**config.mk**
```make
export PLATFORM = sky130hd
export DESIGN_NAME = instr_encoder
export DESIGN_NICKNAME = d
export VERILOG_FILES = /design/src/rtl/instr_encoder.sv
export SDC_FILE = /design/constraint.sdc
export NUM_CORES = 1
export LEC_CHECK = 0
export CELL_PAD_IN_SITES_DETAIL_PLACEMENT = 0
export CELL_PAD_IN_SITES_GLOBAL_PLACEMENT = 1
export CORE_ASPECT_RATIO = 1.75
export CORE_MARGIN = 2
export CORE_UTILIZATION = 33
export DETAILED_ROUTE_END_ITERATION = 7
export HOLD_SLACK_MARGIN = 0.06
export PLACE_DENSITY = 0.81
export REMOVE_ABC_BUFFERS = 1
export SETUP_SLACK_MARGIN = 0.05
export SYNTH_ARGS = -nofsm -noshare
export SYNTH_HDL_FRONTEND = slang
export SYNTH_SLANG_ARGS = --single-unit
export TNS_END_PERCENT = 5
```
**constraint.sdc**
```tcl
create_clock -name clk -period 2.6 [get_ports clk]
set_clock_uncertainty 0.1 [all_clocks]
set_input_delay 0.52 -clock clk [delete_from_list [all_inputs] [get_ports clk]]
set_output_delay 0.52 -clock clk [all_outputs]
set_load 0.05 [all_outputs]
```
**src/rtl/instr_encoder.sv**
```systemverilog
`default_nettype none
// ============================================================================
//  Module      : instr_encoder
//  Description : Packs mnemonic-selector instruction requests into 32-bit MIPS
//                words and streams them to an instruction-memory write port at
//                consecutive word addresses, over a valid/ready handshake.
//  Revision    : 1.0 - initial release
// ============================================================================
module instr_encoder #(
    parameter int AW = 8
) (
    input  logic          clk,
    input  logic          rstn,
    input  logic          start,
    input  logic          in_valid,
    output logic          in_ready,
    input  logic [4:0]    in_sel,
    input  logic [4:0]    in_rs,
    input  logic [4:0]    in_rt,
    input  logic [4:0]    in_rd,
    input  logic [4:0]    in_shamt,
    input  logic [15:0]   in_imm,
    input  logic [25:0]   in_target,
    output logic          im_we,
    output logic [AW-1:0] im_addr,
    output logic [31:0]   im_wdata,
    output logic [AW:0]   count,
    output logic          full,
    output logic          err_illegal
);

    // Number of words the memory holds; count saturates here.
    localparam logic [AW:0] C_CAPACITY = {1'b1, {AW{1'b0}}};

    // Instruction formats.
    localparam logic [1:0] C_FMT_R = 2'd0;
    localparam logic [1:0] C_FMT_I = 2'd1;
    localparam logic [1:0] C_FMT_J = 2'd2;

    localparam logic [5:0] C_OP_J = 6'b000010;

    // Registered state.
    logic          we_q;
    logic [AW-1:0] addr_q;
    logic [31:0]   wdata_q;
    logic [AW-1:0] ptr_q;
    logic [AW:0]   count_q;
    logic          err_q;

    // Encoder intermediates.
    logic [1:0]  w_fmt;
    logic        w_legal;
    logic [5:0]  w_op;
    logic [5:0]  w_funct;
    logic [4:0]  w_rs;
    logic [4:0]  w_rt;
    logic [4:0]  w_rd;
    logic [4:0]  w_shamt;
    logic [31:0] w_word;
    logic        w_accept;

    assign full        = (count_q == C_CAPACITY);
    assign in_ready    = ~full & ~start;
    assign w_accept    = in_valid & in_ready;

    assign im_we       = we_q;
    assign im_addr     = addr_q;
    assign im_wdata    = wdata_q;
    assign count       = count_q;
    assign err_illegal = err_q;

    // Decode the selector into format, opcode/funct and canonical fields.
    always_comb begin
        w_fmt   = C_FMT_R;
        w_legal = 1'b1;
        w_op    = 6'b000000;
        w_funct = 6'b000000;
        w_rs    = in_rs;
        w_rt    = in_rt;
        w_rd    = in_rd;
        w_shamt = 5'd0;
        case (in_sel)
            5'd0:  w_funct = 6'b100000;             // add
            5'd1:  w_funct = 6'b100001;             // addu
            5'd2:  w_funct = 6'b100010;             // sub
            5'd3:  w_funct = 6'b100011;             // subu
            5'd4:  w_funct = 6'b100100;             // and
            5'd5:  w_funct = 6'b100101;             // or
            5'd6:  w_funct = 6'b100111;             // nor
            5'd7:  w_funct = 6'b101010;             // slt
            5'd8:  w_funct = 6'b101011;             // sltu
            5'd9: begin                             // sll: immediate shift, no rs
                w_funct = 6'b000000;
                w_rs    = 5'd0;
                w_shamt = in_shamt;
            end
            5'd10: begin                            // srl: immediate shift, no rs
                w_funct = 6'b000010;
                w_rs    = 5'd0;
                w_shamt = in_shamt;
            end
            5'd11: w_funct = 6'b000100;             // sllv
            5'd12: w_funct = 6'b000110;             // srlv
            5'd13: begin                            // jr: only rs is meaningful
                w_funct = 6'b001000;
                w_rt    = 5'd0;
                w_rd    = 5'd0;
            end
            5'd14: begin                            // jalr: rt unused
                w_funct = 6'b001001;
                w_rt    = 5'd0;
            end
            5'd16: begin w_fmt = C_FMT_I; w_op = 6'b001000; end  // addi
            5'd17: begin w_fmt = C_FMT_I; w_op = 6'b001100; end  // andi
            5'd18: begin w_fmt = C_FMT_I; w_op = 6'b001101; end  // ori
            5'd19: begin w_fmt = C_FMT_I; w_op = 6'b001010; end  // slti
            5'd20: begin                                         // lui: no rs
                w_fmt = C_FMT_I;
                w_op  = 6'b001111;
                w_rs  = 5'd0;
            end
            5'd21: begin w_fmt = C_FMT_I; w_op = 6'b100011; end  // lw
            5'd22: begin w_fmt = C_FMT_I; w_op = 6'b101011; end  // sw
            5'd23: begin w_fmt = C_FMT_I; w_op = 6'b000100; end  // beq
            5'd24: begin w_fmt = C_FMT_I; w_op = 6'b000101; end  // bne
            5'd25: begin w_fmt = C_FMT_J; w_op = C_OP_J;    end  // j
            default: w_legal = 1'b0;                // 15, 26..31
        endcase
    end

    // Assemble the 32-bit word from the decoded fields.
    always_comb begin
        w_word = {w_op, w_rs, w_rt, w_rd, w_shamt, w_funct};
        case (w_fmt)
            C_FMT_I: w_word = {w_op, w_rs, w_rt, in_imm};
            C_FMT_J: w_word = {C_OP_J, in_target};
            default: w_word = {w_op, w_rs, w_rt, w_rd, w_shamt, w_funct};
        endcase
    end

    // Accept requests, register the write, track pointer/count/error.
    always_ff @(posedge clk or negedge rstn) begin
        if (!rstn) begin
            we_q    <= 1'b0;
            addr_q  <= '0;
            wdata_q <= '0;
            ptr_q   <= '0;
            count_q <= '0;
            err_q   <= 1'b0;
        end else if (start) begin
            // A write presented this cycle has already been seen by memory.
            we_q    <= 1'b0;
            ptr_q   <= '0;
            count_q <= '0;
            err_q   <= 1'b0;
        end else if (w_accept) begin
            if (w_legal) begin
                we_q    <= 1'b1;
                addr_q  <= ptr_q;
                wdata_q <= w_word;
                // Pointer may roll to 0 on the last word; full blocks reuse.
                ptr_q   <= ptr_q + {{(AW-1){1'b0}}, 1'b1};
                count_q <= count_q + {{AW{1'b0}}, 1'b1};
            end else begin
                we_q    <= 1'b0;
                err_q   <= 1'b1;
            end
        end else begin
            we_q <= 1'b0;
        end
    end

endmodule
`default_nettype wire

```
==> results.json, run 1 <==
{
  "routed_wl_mm": 10.4,
  "drive_gt1_frac": 0.198,
  "ir_worst_vdd_v": 0.000381,
  "cp_slowest_cell": "or4b_4",
  "route.met2.wl_mm": 5.67,
  "synth_warnings": 0,
  "yosysMostFrequentCell": "dfrtp_1",
  "placed_area_mm2": 0.00477,
  "wire_per_inst_um": 17.4,
  "grt_usage": 0.197,
  "cts_root_buffer": "clkbuf_16",
  "synth_area_leader_cell": "dfrtp_1",
  "worstHoldPathType": "input pin to async pin",
  "max_stage_delay_ps": 580,
  "cts_hold_buffers": 0,
  "cp_max_fo": 8,
  "num_rows": 47,
  "design_area_mm2": 0.00515,
  "grt_pass1_vias": 3361,
  "synth_seq_cells": 58,
  "rsz0062_at_grt": "yes",
  "path_cells": "or4b_4 > or2_4 > inv_4 > buf_12 > buf_12",
  "fin_util": 0.541,
  "min_period_ps": 2570,
  "ys_seq_area_frac": 0.447,
  "synthTopCellsByCount": "dfrtp_1 (58), o21ai_0 (50), clkbuf_1 (18), a21oi_1 (16)",
  "gp_congestion": 0.883,
  "finalCritPeriodShare": 0.987,
  "syn_to_final_growth_pct": 58.7,
  "die_w_um": 79.0,
  "reg2regPathDepth": 6,
  "dr.max_layer_used": "met4",
  "cts_tree": "yes",
  "critPathArrivalTime_ps": 1950,
  "drtIter0Drc": 190,
  "num_antenna_cells": 0,
  "drt_first_pass_iters": 5,
  "synthesis.area_mm2": 0.00325,
  "hold_viol": 0,
  "holdWs_ps": 81.1,
  "die_area_mm2": 0.0107,
  "antenna_found_initial": 0,
  "synthFlopType": "dfrtp_1",
  "num_io_pins": 124,
  "synth_top_area_share": 0.447,
  "grt-ovfl-total": 0,
  "cts-buffers-inserted": 9,
  "clkSlewWorstSetupHoldPaths_ps": 50,
  "core-area_mm2": 0.00953,
  "drc_errors": 0,
  "final_max_slew_viol_count": 0,
  "grt_start_max_net_pins": 38,
  "grt_pass1_wl_mm": 16.5,
  "io_buffers": 122,
  "crit_path_end_kind": "primary output",
  "status": "finished clean",
  "initial_core_util": 0.341,
  "synthCells": 324,
  "path_class": "flop to primary output",
  "drt.antenna.violating_nets": 0,
  "setup_viol": 0,
  "synth-edff-count": 0,
  "m1WireLength_mm": 3.96,
  "fin_nets": 546,
  "route.met3.wl_um": 522,
  "worstSetupStartpointType": "flop",
  "synth_cell_types": 58,
  "vias": 3263,
  "maxCapViolations": 0,
  "p_per_area_mw_per_mm2": 602,
  "async_flop_share": 1.00,
  "die_h_um": 135,
  "clock_latency_ps": 330,
  "dp.cells": 576,
  "post-dp-hpwl_mm": 7.81,
  "max_slew.worst_pin.slew_ps": 558,
  "crit_top_cell": "buf_12",
  "crit_required_ps": 1980,
  "htree_levels": 3,
  "fmax_ghz": 0.390,
  "synth_top_cells_by_area": "dfrtp_1 (45%), o21ai_0 (7.7%), a222oi_1 (3.4%), mux2_2 (3.1%), a211oi_1 (2.5%)",
  "synth_area_per_cell_um2": 10.0,
  "cts.path.max_buffers": 2,
  "relSlewSlack": 0.624,
  "finalPower_mw": 3.10,
  "numClockSinks": 58,
  "routed_via_density": 5.47,
  "p_leak_nw": 2.10,
  "fin_cells": 596
}
## placed cells by master (no fill, tap or decap), types with 3 or more instances in the layout
| master | Yosys | routed |
|---|---|---|
| a211oi_1 | 11 | 11 |
| a21oi_1 | 16 | 16 |
| a222oi_1 | 11 | 11 |
| a22oi_1 | 9 | 9 |
| a2bb2oi_1 | 6 | 6 |
| buf_12 | 1 | 3 |
| buf_4 | 1 | 42 |
| clkbuf_16 | 0 | 9 |
| clkdlybuf4s50_1 | 0 | 119 |
| clkinv_2 | 0 | 3 |
| dfrtp_1 | 58 | 57 |
| ha_1 | 6 | 5 |
| inv_1 | 9 | 7 |
| mux2_2 | 9 | 9 |
| nand2_1 | 8 | 8 |
| nand2b_1 | 3 | 3 |
| nand3_1 | 8 | 8 |
| nand3b_1 | 4 | 4 |
| nor2_1 | 8 | 8 |
| nor2b_2 | 0 | 3 |
| nor3_1 | 4 | 3 |
| o2111ai_1 | 7 | 6 |
| o211ai_1 | 3 | 3 |
| o21ai_0 | 50 | 50 |
| o311ai_0 | 4 | 3 |
| o31ai_1 | 11 | 10 |
| o41ai_1 | 4 | 4 |
| or3_1 | 3 | 3 |
| or4_1 | 5 | 5 |
| xnor2_1 | 3 | 3 |
## registers in the layout, summed over array words and instances, names as in the netlist
signal       cells
err_illegal      1
count            9
ptr_q            8
im_addr          8
im_we            1
im_wdata        31
## metrics by stage
step | TNS, ps | setup WS, ps
final | 0 | 32.6
after global routing | -41.5 | -30.4
after CTS | -0.339 | -0.339
after detailed placement | -8340 | -398
after global placement | -3940 | -223
after floorplan | -16320 | -573
## final timing paths
kind,from,to,slack (ps)
worst max-delay path,count[4],full,30
worst min-delay path,rstn,count[5],80
worst max register to register,count[4],im_wdata[29],280
worst min register to register,im_addr[5],im_addr[5],400
max in group asynchronous,rstn,ptr_q[5],1720
min in group clk,im_addr[5],im_addr[5],400
## power by group
part / internal [mW] / total [mW] / switching [mW] / leakage [nW]
Clock: 0.763 / 1.17 / 0.409 / 0.149
Combinational: 0.369 / 0.892 / 0.523 / 1.18
Sequential: 0.986 / 1.03 / 0.0491 / 0.766
## critical path: cells and delay by family, from the launching register on
family / cells / cell delay (ps)
flip-flops: 1 / 450
AND/OR/NAND/NOR: 2 / 860
buffers and inverters: 3 / 300
## layer usage
layer  global-route usage  vias up
li1                     -     1556
met4               0.0785        0
met5                    0        -
met2                0.361      109
met1                0.215     1584
met3               0.0453       14
## final cells by class
cell class                 count  area (µm²)
multi-input combinational    222        1610
tap                          122         153
clock buffer                  11         243
fill                         888        4380
sequential                    58        1450
inverter                      11        46.3
clock inverter                 5        53.8
timing repair buffer         167        1590
## repair_timing
action,CTS,global route
resized for setup,5,11
endpoints found under the hold margin,0,0
buffers inserted,3,1
setup endpoints to repair,8,31
pin swaps,0,2
## kinds of logic (layout without fill, tap and decap cells)
logic type | after synthesis | count (layout) | synth area share
AO/OA/AOI/OAI | 143 | 143 | 0.303
AND/OR/NAND/NOR | 59 | 59 | 0.109
other | 1 | 1 | 0.00115
XOR/XNOR | 3 | 3 | 0.00809
buffers and inverters | 44 | 194 | 0.0728
multiplexers | 10 | 10 | 0.0358
adder cells (fa/ha/maj) | 6 | 6 | 0.0231
flip-flops | 58 | 58 | 0.447
No activity file was read; power rests on OpenSTA's default activity.
==> run 2: changes to the inputs <==
--- a/config.mk
+++ b/config.mk
@@ -9,10 +9,11 @@
 export CELL_PAD_IN_SITES_GLOBAL_PLACEMENT = 1
 export CORE_ASPECT_RATIO = 1.75
 export CORE_MARGIN = 2
-export CORE_UTILIZATION = 33
+export CORE_UTILIZATION = 30
 export DETAILED_ROUTE_END_ITERATION = 7
 export HOLD_SLACK_MARGIN = 0.06
-export PLACE_DENSITY = 0.81
+export MAX_ROUTING_LAYER = met4
+export PLACE_DENSITY = 0.77
 export REMOVE_ABC_BUFFERS = 1
 export SETUP_SLACK_MARGIN = 0.05
 export SYNTH_ARGS = -nofsm -noshare
==> constraint.sdc (replaced) <==
create_clock -name clk -period 2.25 [get_ports clk]
set_clock_uncertainty 0.1 [all_clocks]
set_input_delay 0.45 -clock clk [delete_from_list [all_inputs] [get_ports clk]]
set_output_delay 0.45 -clock clk [all_outputs]
set_load 0.05 [all_outputs]
==> results.json, run 2 (same netlist as run 1, synthesis figures left out) <==
{
  "rr_endpoint": "im_wdata[29]",
  "p_per_area_mw_per_mm2": 659,
  "drive_gt1_frac": 0.235,
  "rsz0062_at_grt": "yes",
  "critPathArrivalTime_ps": 1950,
  "num_io_pins": 124,
  "final_cell_mix": "clkdlybuf4s50_1 (106), dfrtp_1 (58), buf_4 (53), o21ai_0 (39), a21oi_1 (15)",
  "die_h_um": 142,
  "path_cells": "inv_2 > ha_4 > or4b_4 > or2_4 > inv_4 > buf_12 > buf_12",
  "rrSetupSlack_ps": 20,
  "num_rows": 50,
  "htree_levels": 3,
  "hold-path-cell-count": 2,
  "layout_commonest_cell": "clkdlybuf4s50_1",
  "hold_viol": 0,
  "vias": 3371,
  "io_buffers": 122,
  "gp_congestion": 0.866,
  "drt_first_pass_iters": 5,
  "max_stage_delay_ps": 460,
  "max_slew.worst_pin.slew_ps": 550,
  "drt.antenna.violating_nets": 0,
  "fin_nets": 567,
  "maxCapViolations": 0,
  "min_period_ps": 2500,
  "status": "complete, but fails checks",
  "drc_errors": 0,
  "fin_cells": 624,
  "path_class": "flop to primary output",
  "relSlewSlack": 0.632,
  "initial_core_util": 0.305,
  "grt_pass1_vias": 3469,
  "setup_viol": 2,
  "finalSetupTns_ps": -461,
  "post-dp-hpwl_mm": 8.33,
  "placed_area_mm2": 0.00493,
  "cp_max_fo": 3,
  "grt_pass1_wl_mm": 17.5,
  "pwr-share-clk": 0.365,
  "p_sw_mw": 1.15,
  "power.internal_mw": 2.45,
  "design_area_mm2": 0.00547,
  "grt_start_max_net_pins": 59,
  "grt_usage": 0.202,
  "worstHoldPathType": "flop to flop",
  "die_w_um": 82.6,
  "reg2reg_from": "count[1]",
  "largest_reg_flops": 31,
  "wire_per_inst_um": 18.2,
  "clock_latency_ps": 330,
  "core-area_mm2": 0.0106,
  "fmax_ghz": 0.401,
  "holdPathEnd": "im_wdata[31]",
  "p_leak_nw": 2.40,
  "nFillCells": 1005,
  "drtIter0Drc": 239,
  "cts_tree": "yes",
  "pwr-share-seq": 0.332,
  "num_antenna_cells": 0,
  "crit_top_cell": "buf_12",
  "cp_slowest_cell": "or4b_4",
  "final.setup.worst_slack_ps": -245,
  "ir_worst_vdd_v": 0.000444,
  "syn_to_final_growth_pct": 68.4,
  "final_max_slew_viol_count": 0,
  "numClockSinks": 58,
  "grt-ovfl-total": 0,
  "antenna_found_initial": 0,
  "violations": "negative setup slack",
  "cts_root_buffer": "clkbuf_16",
  "crit_path_end_kind": "primary output",
  "hp-start": "im_wdata[31]",
  "routed_wl_mm": 11.3,
  "crit_required_ps": 1700,
  "finalCritPeriodShare": 1.11,
  "swShare": 0.320,
  "die_area_mm2": 0.0117,
  "routed_via_density": 5.40,
  "cts.path.max_buffers": 2,
  "worstSetupStartpointType": "flop",
  "reg2regPathDepth": 9,
  "dp.cells": 600,
  "holdWs_ps": 399,
  "clkSlewWorstSetupHoldPaths_ps": 50,
  "cts-buffers-inserted": 9,
  "cp-startpoint": "count[1]",
  "pwr-share-comb": 0.303
}
## run 2: cell types whose count changed in the layout (fill, tap and decap cells not counted), sizes merged
cell | before | now
buf | 48 | 67
clkdlybuf4s50 | 119 | 106
dlymetal6s2s | 0 | 10
dlygate4sd2 | 0 | 3
clkbuf | 11 | 13
clkinv | 4 | 2
bufinv | 1 | 0
dlygate4sd3 | 0 | 1
nand2 | 9 | 10
## run 2: layer usage
layer | wire (µm) | track usage
met1 | 4190 | 0.227
met2 | 6450 | 0.351
met3 | 467 | 0.0312
met4 | 227 | 0.0785
met5 | 0 | -
## run 2: metrics by stage
| stage | utilization | setup slack (ps) | total power [mW] |
|---|---|---|---|
| floorplan | - | -853 | 1.74 |
| global placement | 0.463 | -500 | 2.25 |
| detailed placement | 0.463 | -661 | 2.26 |
| CTS | 0.501 | -293 | 3.62 |
| global route | 0.514 | -309 | 3.76 |
| finish | 0.514 | -245 | 3.60 |
## run 2: timing repair
| item | in CTS | in global routing |
|---|---|---|
| hold buffers | 1 | 0 |
| resized for setup | 32 | 30 |
| endpoints found under the setup margin | 48 | 63 |
| pin swaps | 12 | 6 |
| buffers inserted | 4 | 3 |
| gates cloned | 0 | 1 |
| hold endpoints to repair | 58 | 0 |
## run 2: worst max-delay path, delay by kind of cell, from the launching register on
family | cells | cell delay, ps
buf+inv | 4 | 390
simple gates | 2 | 720
flops | 1 | 390
fa+ha+maj | 1 | 110
## run 2: worst max path at each step
stage                  endpoint  cells past startpoint
floorplan              count[6]                      4
global placement    im_wdata[9]                      8
detailed placement  im_wdata[9]                      8
CTS                        full                      7
global route               full                      7
finish                     full                      7
## run 2: final cells by class
type	count	area (µm²)	area share
clock buffers	13	280	0.0513
clock inverters	2	10.0	0.00183
inverters	11	48.8	0.00893
multi-input cells	223	1700	0.310
flip-flops and latches	58	1450	0.266
well taps	130	163	0.0298
repair buffers	187	1820	0.333
## run 2: power by group through the flow
stage / clock [mW] / sequential [mW] / combinational, mW
detailed placement: 0 / 1.21 / 1.05
floorplan: 0 / 1.53 / 0.207
global placement: 0 / 1.21 / 1.03
global route: 1.40 / 1.21 / 1.15
CTS: 1.35 / 1.20 / 1.07
finish: 1.32 / 1.20 / 1.09
==> run 3: changes to the inputs <==
--- a/config.mk
+++ b/config.mk
@@ -5,15 +5,16 @@
 export SDC_FILE = /design/constraint.sdc
 export NUM_CORES = 1
 export LEC_CHECK = 0
+export ABC_AREA = 1
 export CELL_PAD_IN_SITES_DETAIL_PLACEMENT = 0
 export CELL_PAD_IN_SITES_GLOBAL_PLACEMENT = 1
 export CORE_ASPECT_RATIO = 1.75
 export CORE_MARGIN = 2
-export CORE_UTILIZATION = 30
+export CORE_UTILIZATION = 32
 export DETAILED_ROUTE_END_ITERATION = 7
 export HOLD_SLACK_MARGIN = 0.06
 export MAX_ROUTING_LAYER = met4
-export PLACE_DENSITY = 0.77
+export PLACE_DENSITY = 0.81
 export REMOVE_ABC_BUFFERS = 1
 export SETUP_SLACK_MARGIN = 0.05
 export SYNTH_ARGS = -nofsm -noshare
==> constraint.sdc (replaced) <==
create_clock -name clk -period 2.7 [get_ports clk]
set_clock_uncertainty 0.1 [all_clocks]
set_input_delay 0.54 -clock clk [delete_from_list [all_inputs] [get_ports clk]]
set_output_delay 0.54 -clock clk [all_outputs]
set_load 0.05 [all_outputs]
==> results.json, run 3 <==
{
  "status": "finished clean",
  "grt_usage": 0.212,
  "antenna_found_initial": 0,
  "cts.path.max_buffers": 2,
  "m1WireLength_mm": 4.09,
  "drt.antenna.violating_nets": 0,
  "synth_top_cells_by_area": "dfrtp_1 (42%), nand2_1 (18%), nand3_1 (5.4%), o21ai_0 (4.8%), nand4_1 (3.1%)",
  "grt_pass1_wl_mm": 17.9,
  "drtIter0Drc": 96,
  "multiInputGateArea_mm2": 0.00174,
  "final_cell_mix": "nand2_1 (161), clkdlybuf4s50_1 (114), dfrtp_1 (58), buf_4 (52), nand3_1 (37)",
  "synthesis.area_mm2": 0.00344,
  "ir_worst_vdd_v": 0.000390,
  "vias": 3646,
  "crit_path_end_kind": "flop",
  "p_leak_nw": 2.71,
  "initial_core_util": 0.325,
  "route.met3.wl_um": 341,
  "synth-edff-count": 0,
  "finalPower_mw": 3.21,
  "critPathArrivalTime_ps": 2600,
  "final_max_slew_viol_count": 0,
  "route.met2.wl_mm": 6.74,
  "htree_levels": 3,
  "synth_area_per_cell_um2": 7.68,
  "cp-startpoint": "in_sel[1]",
  "clkSlewWorstSetupHoldPaths_ps": 50,
  "routed_via_density": 4.85,
  "grt_pass1_vias": 3704,
  "synth_seq_cells": 58,
  "async_flop_share": 1.00,
  "gp_congestion": 0.892,
  "die_area_mm2": 0.0116,
  "cts_tree": "yes",
  "maxCapViolations": 0,
  "min_period_ps": 2510,
  "relSlewSlack": 0.538,
  "hold_viol": 0,
  "routed_wl_mm": 11.6,
  "worstHoldPathType": "input pin to async pin",
  "grt_start_max_net_pins": 34,
  "die_w_um": 82.4,
  "io_buffers": 122,
  "largest_reg_flops": 31,
  "drt_first_pass_iters": 4,
  "reg2reg_from": "count[0]",
  "crit_required_ps": 2790,
  "synthFlopType": "dfrtp_1",
  "setup_viol": 0,
  "synthCells": 448,
  "nFillCells": 1008,
  "numClockSinks": 58,
  "synth_area_leader_cell": "dfrtp_1",
  "drc_errors": 0,
  "num_antenna_cells": 0,
  "max_slew.worst_pin.slew_ps": 693,
  "seq_area_mm2": 0.00145,
  "placed_area_mm2": 0.00516,
  "core-area_mm2": 0.0106,
  "fin_util": 0.518,
  "fmax_ghz": 0.399,
  "cts_root_buffer": "clkbuf_16",
  "clock_latency_ps": 320,
  "drive_gt1_frac": 0.171,
  "synth_top_area_share": 0.422,
  "post_cts_buffers": 0,
  "die_h_um": 141,
  "synth_warnings": 0,
  "p_per_area_mw_per_mm2": 587,
  "holdWs_ps": 160,
  "post-dp-hpwl_mm": 9.23,
  "syn_to_final_growth_pct": 59.1,
  "layout_commonest_cell": "nand2_1",
  "synth_cell_types": 36,
  "path_class": "input pin to flop",
  "num_rows": 50,
  "cts-buffers-inserted": 9,
  "ys_seq_area_frac": 0.422,
  "yosysMostFrequentCell": "nand2_1",
  "worstSetupStartpointType": "input pin",
  "dr.max_layer_used": "met4",
  "finalCritPeriodShare": 0.928,
  "cts_hold_buffers": 0,
  "synthTopCellsByCount": "nand2_1 (161), dfrtp_1 (58), nand3_1 (37), o21ai_0 (33), inv_1 (26)",
  "cp_max_fo": 6,
  "fin_nets": 693,
  "design_area_mm2": 0.00547,
  "wire_per_inst_um": 15.4,
  "num_io_pins": 124,
  "grt-ovfl-total": 0,
  "rsz0062_at_grt": "no"
}
-- run 3: changes by cell type after synthesis, moves of 9 or more --
| cell | before | now |
|---|---|---|
| xor2_1 | 0 | 9 |
| nor2_1 | 8 | 20 |
| nand3_1 | 8 | 37 |
| a211oi_1 | 11 | 0 |
| nand3_2 | 0 | 10 |
| a21oi_1 | 16 | 6 |
| o21ai_0 | 50 | 33 |
| nand2_1 | 8 | 161 |
| clkbuf_1 | 18 | 4 |
| o31ai_1 | 11 | 0 |
| mux2_2 | 9 | 0 |
| nand4_1 | 2 | 17 |
| inv_1 | 9 | 26 |
| a222oi_1 | 11 | 0 |
-- run 3: cell type report --
| type | count | share of cell area |
|---|---|---|
| repair buffers | 177 | 0.308 |
| flip-flops and latches | 58 | 0.265 |
| clock buffers | 11 | 0.0462 |
| multi-input cells | 336 | 0.318 |
| well taps | 130 | 0.0297 |
| inverters | 34 | 0.0238 |
| clock inverters | 5 | 0.00960 |
-- run 3: cells by family (layout without fill, tap and decap cells) --
| group | count (synthesis) | count (layout) | share of synthesized area |
|---|---|---|---|
| flip-flops | 58 | 58 | 0.422 |
| other | 1 | 1 | 0.00109 |
| buffers and inverters | 54 | 227 | 0.0756 |
| AO/OA/AOI/OAI | 62 | 62 | 0.112 |
| adder cells (fa/ha/maj) | 6 | 6 | 0.0218 |
| XOR/XNOR | 9 | 9 | 0.0229 |
| AND/OR/NAND/NOR | 258 | 258 | 0.345 |
-- run 3: path summary, 6_finish.rpt --
check | endpoint | slack, ps | cells after the start
max in group asynchronous | ptr_q[6] | 1640 | 2
setup / recovery | im_wdata[3] | 190 | 12
hold / removal | count[2] | 160 | 1
setup reg to reg | im_wdata[16] | 790 | 10
min in group clk | im_wdata[6] | 380 | 2
hold reg to reg | im_wdata[6] | 380 | 2
-- run 3: what timing repair did --
item | in CTS | in global routing
resized for setup | 5 | 3
pin swaps | 0 | 0
endpoints found under the setup margin | 27 | 27
-- run 3: through the flow --
step	setup TNS, ps	instances	worst slack (ps)
after floorplan	-43300	428	-829
after global placement	-10590	735	-425
after detailed placement	-11160	735	-450
after CTS	0	751	62.3
after global routing	0	751	71.3
final	0	751	193
-- run 3: metal layers --
metal	GRT usage	up-vias
li1	-	1818
met1	0.211	1717
met2	0.383	84
met3	0.0346	27
met4	0.101	0
met5	-	-
-- run 3: worst max-delay path: stages --
cell,delay [ps]
dlygate4sd2_1,300
nand2_1,100
inv_1,50
nand3_1,110
nand3_1,90
nor2_2,100
nand2_1,100
ha_2,410
nor2_2,100
a22o_1,210
a21oi_1,310
o21ai_0,160
-- run 3: power by group --
part | total, mW | internal [mW] | switching [mW]
clock network | 1.15 | 0.758 | 0.395
logic | 1.03 | 0.392 | 0.637
registers | 1.03 | 0.967 | 0.0635
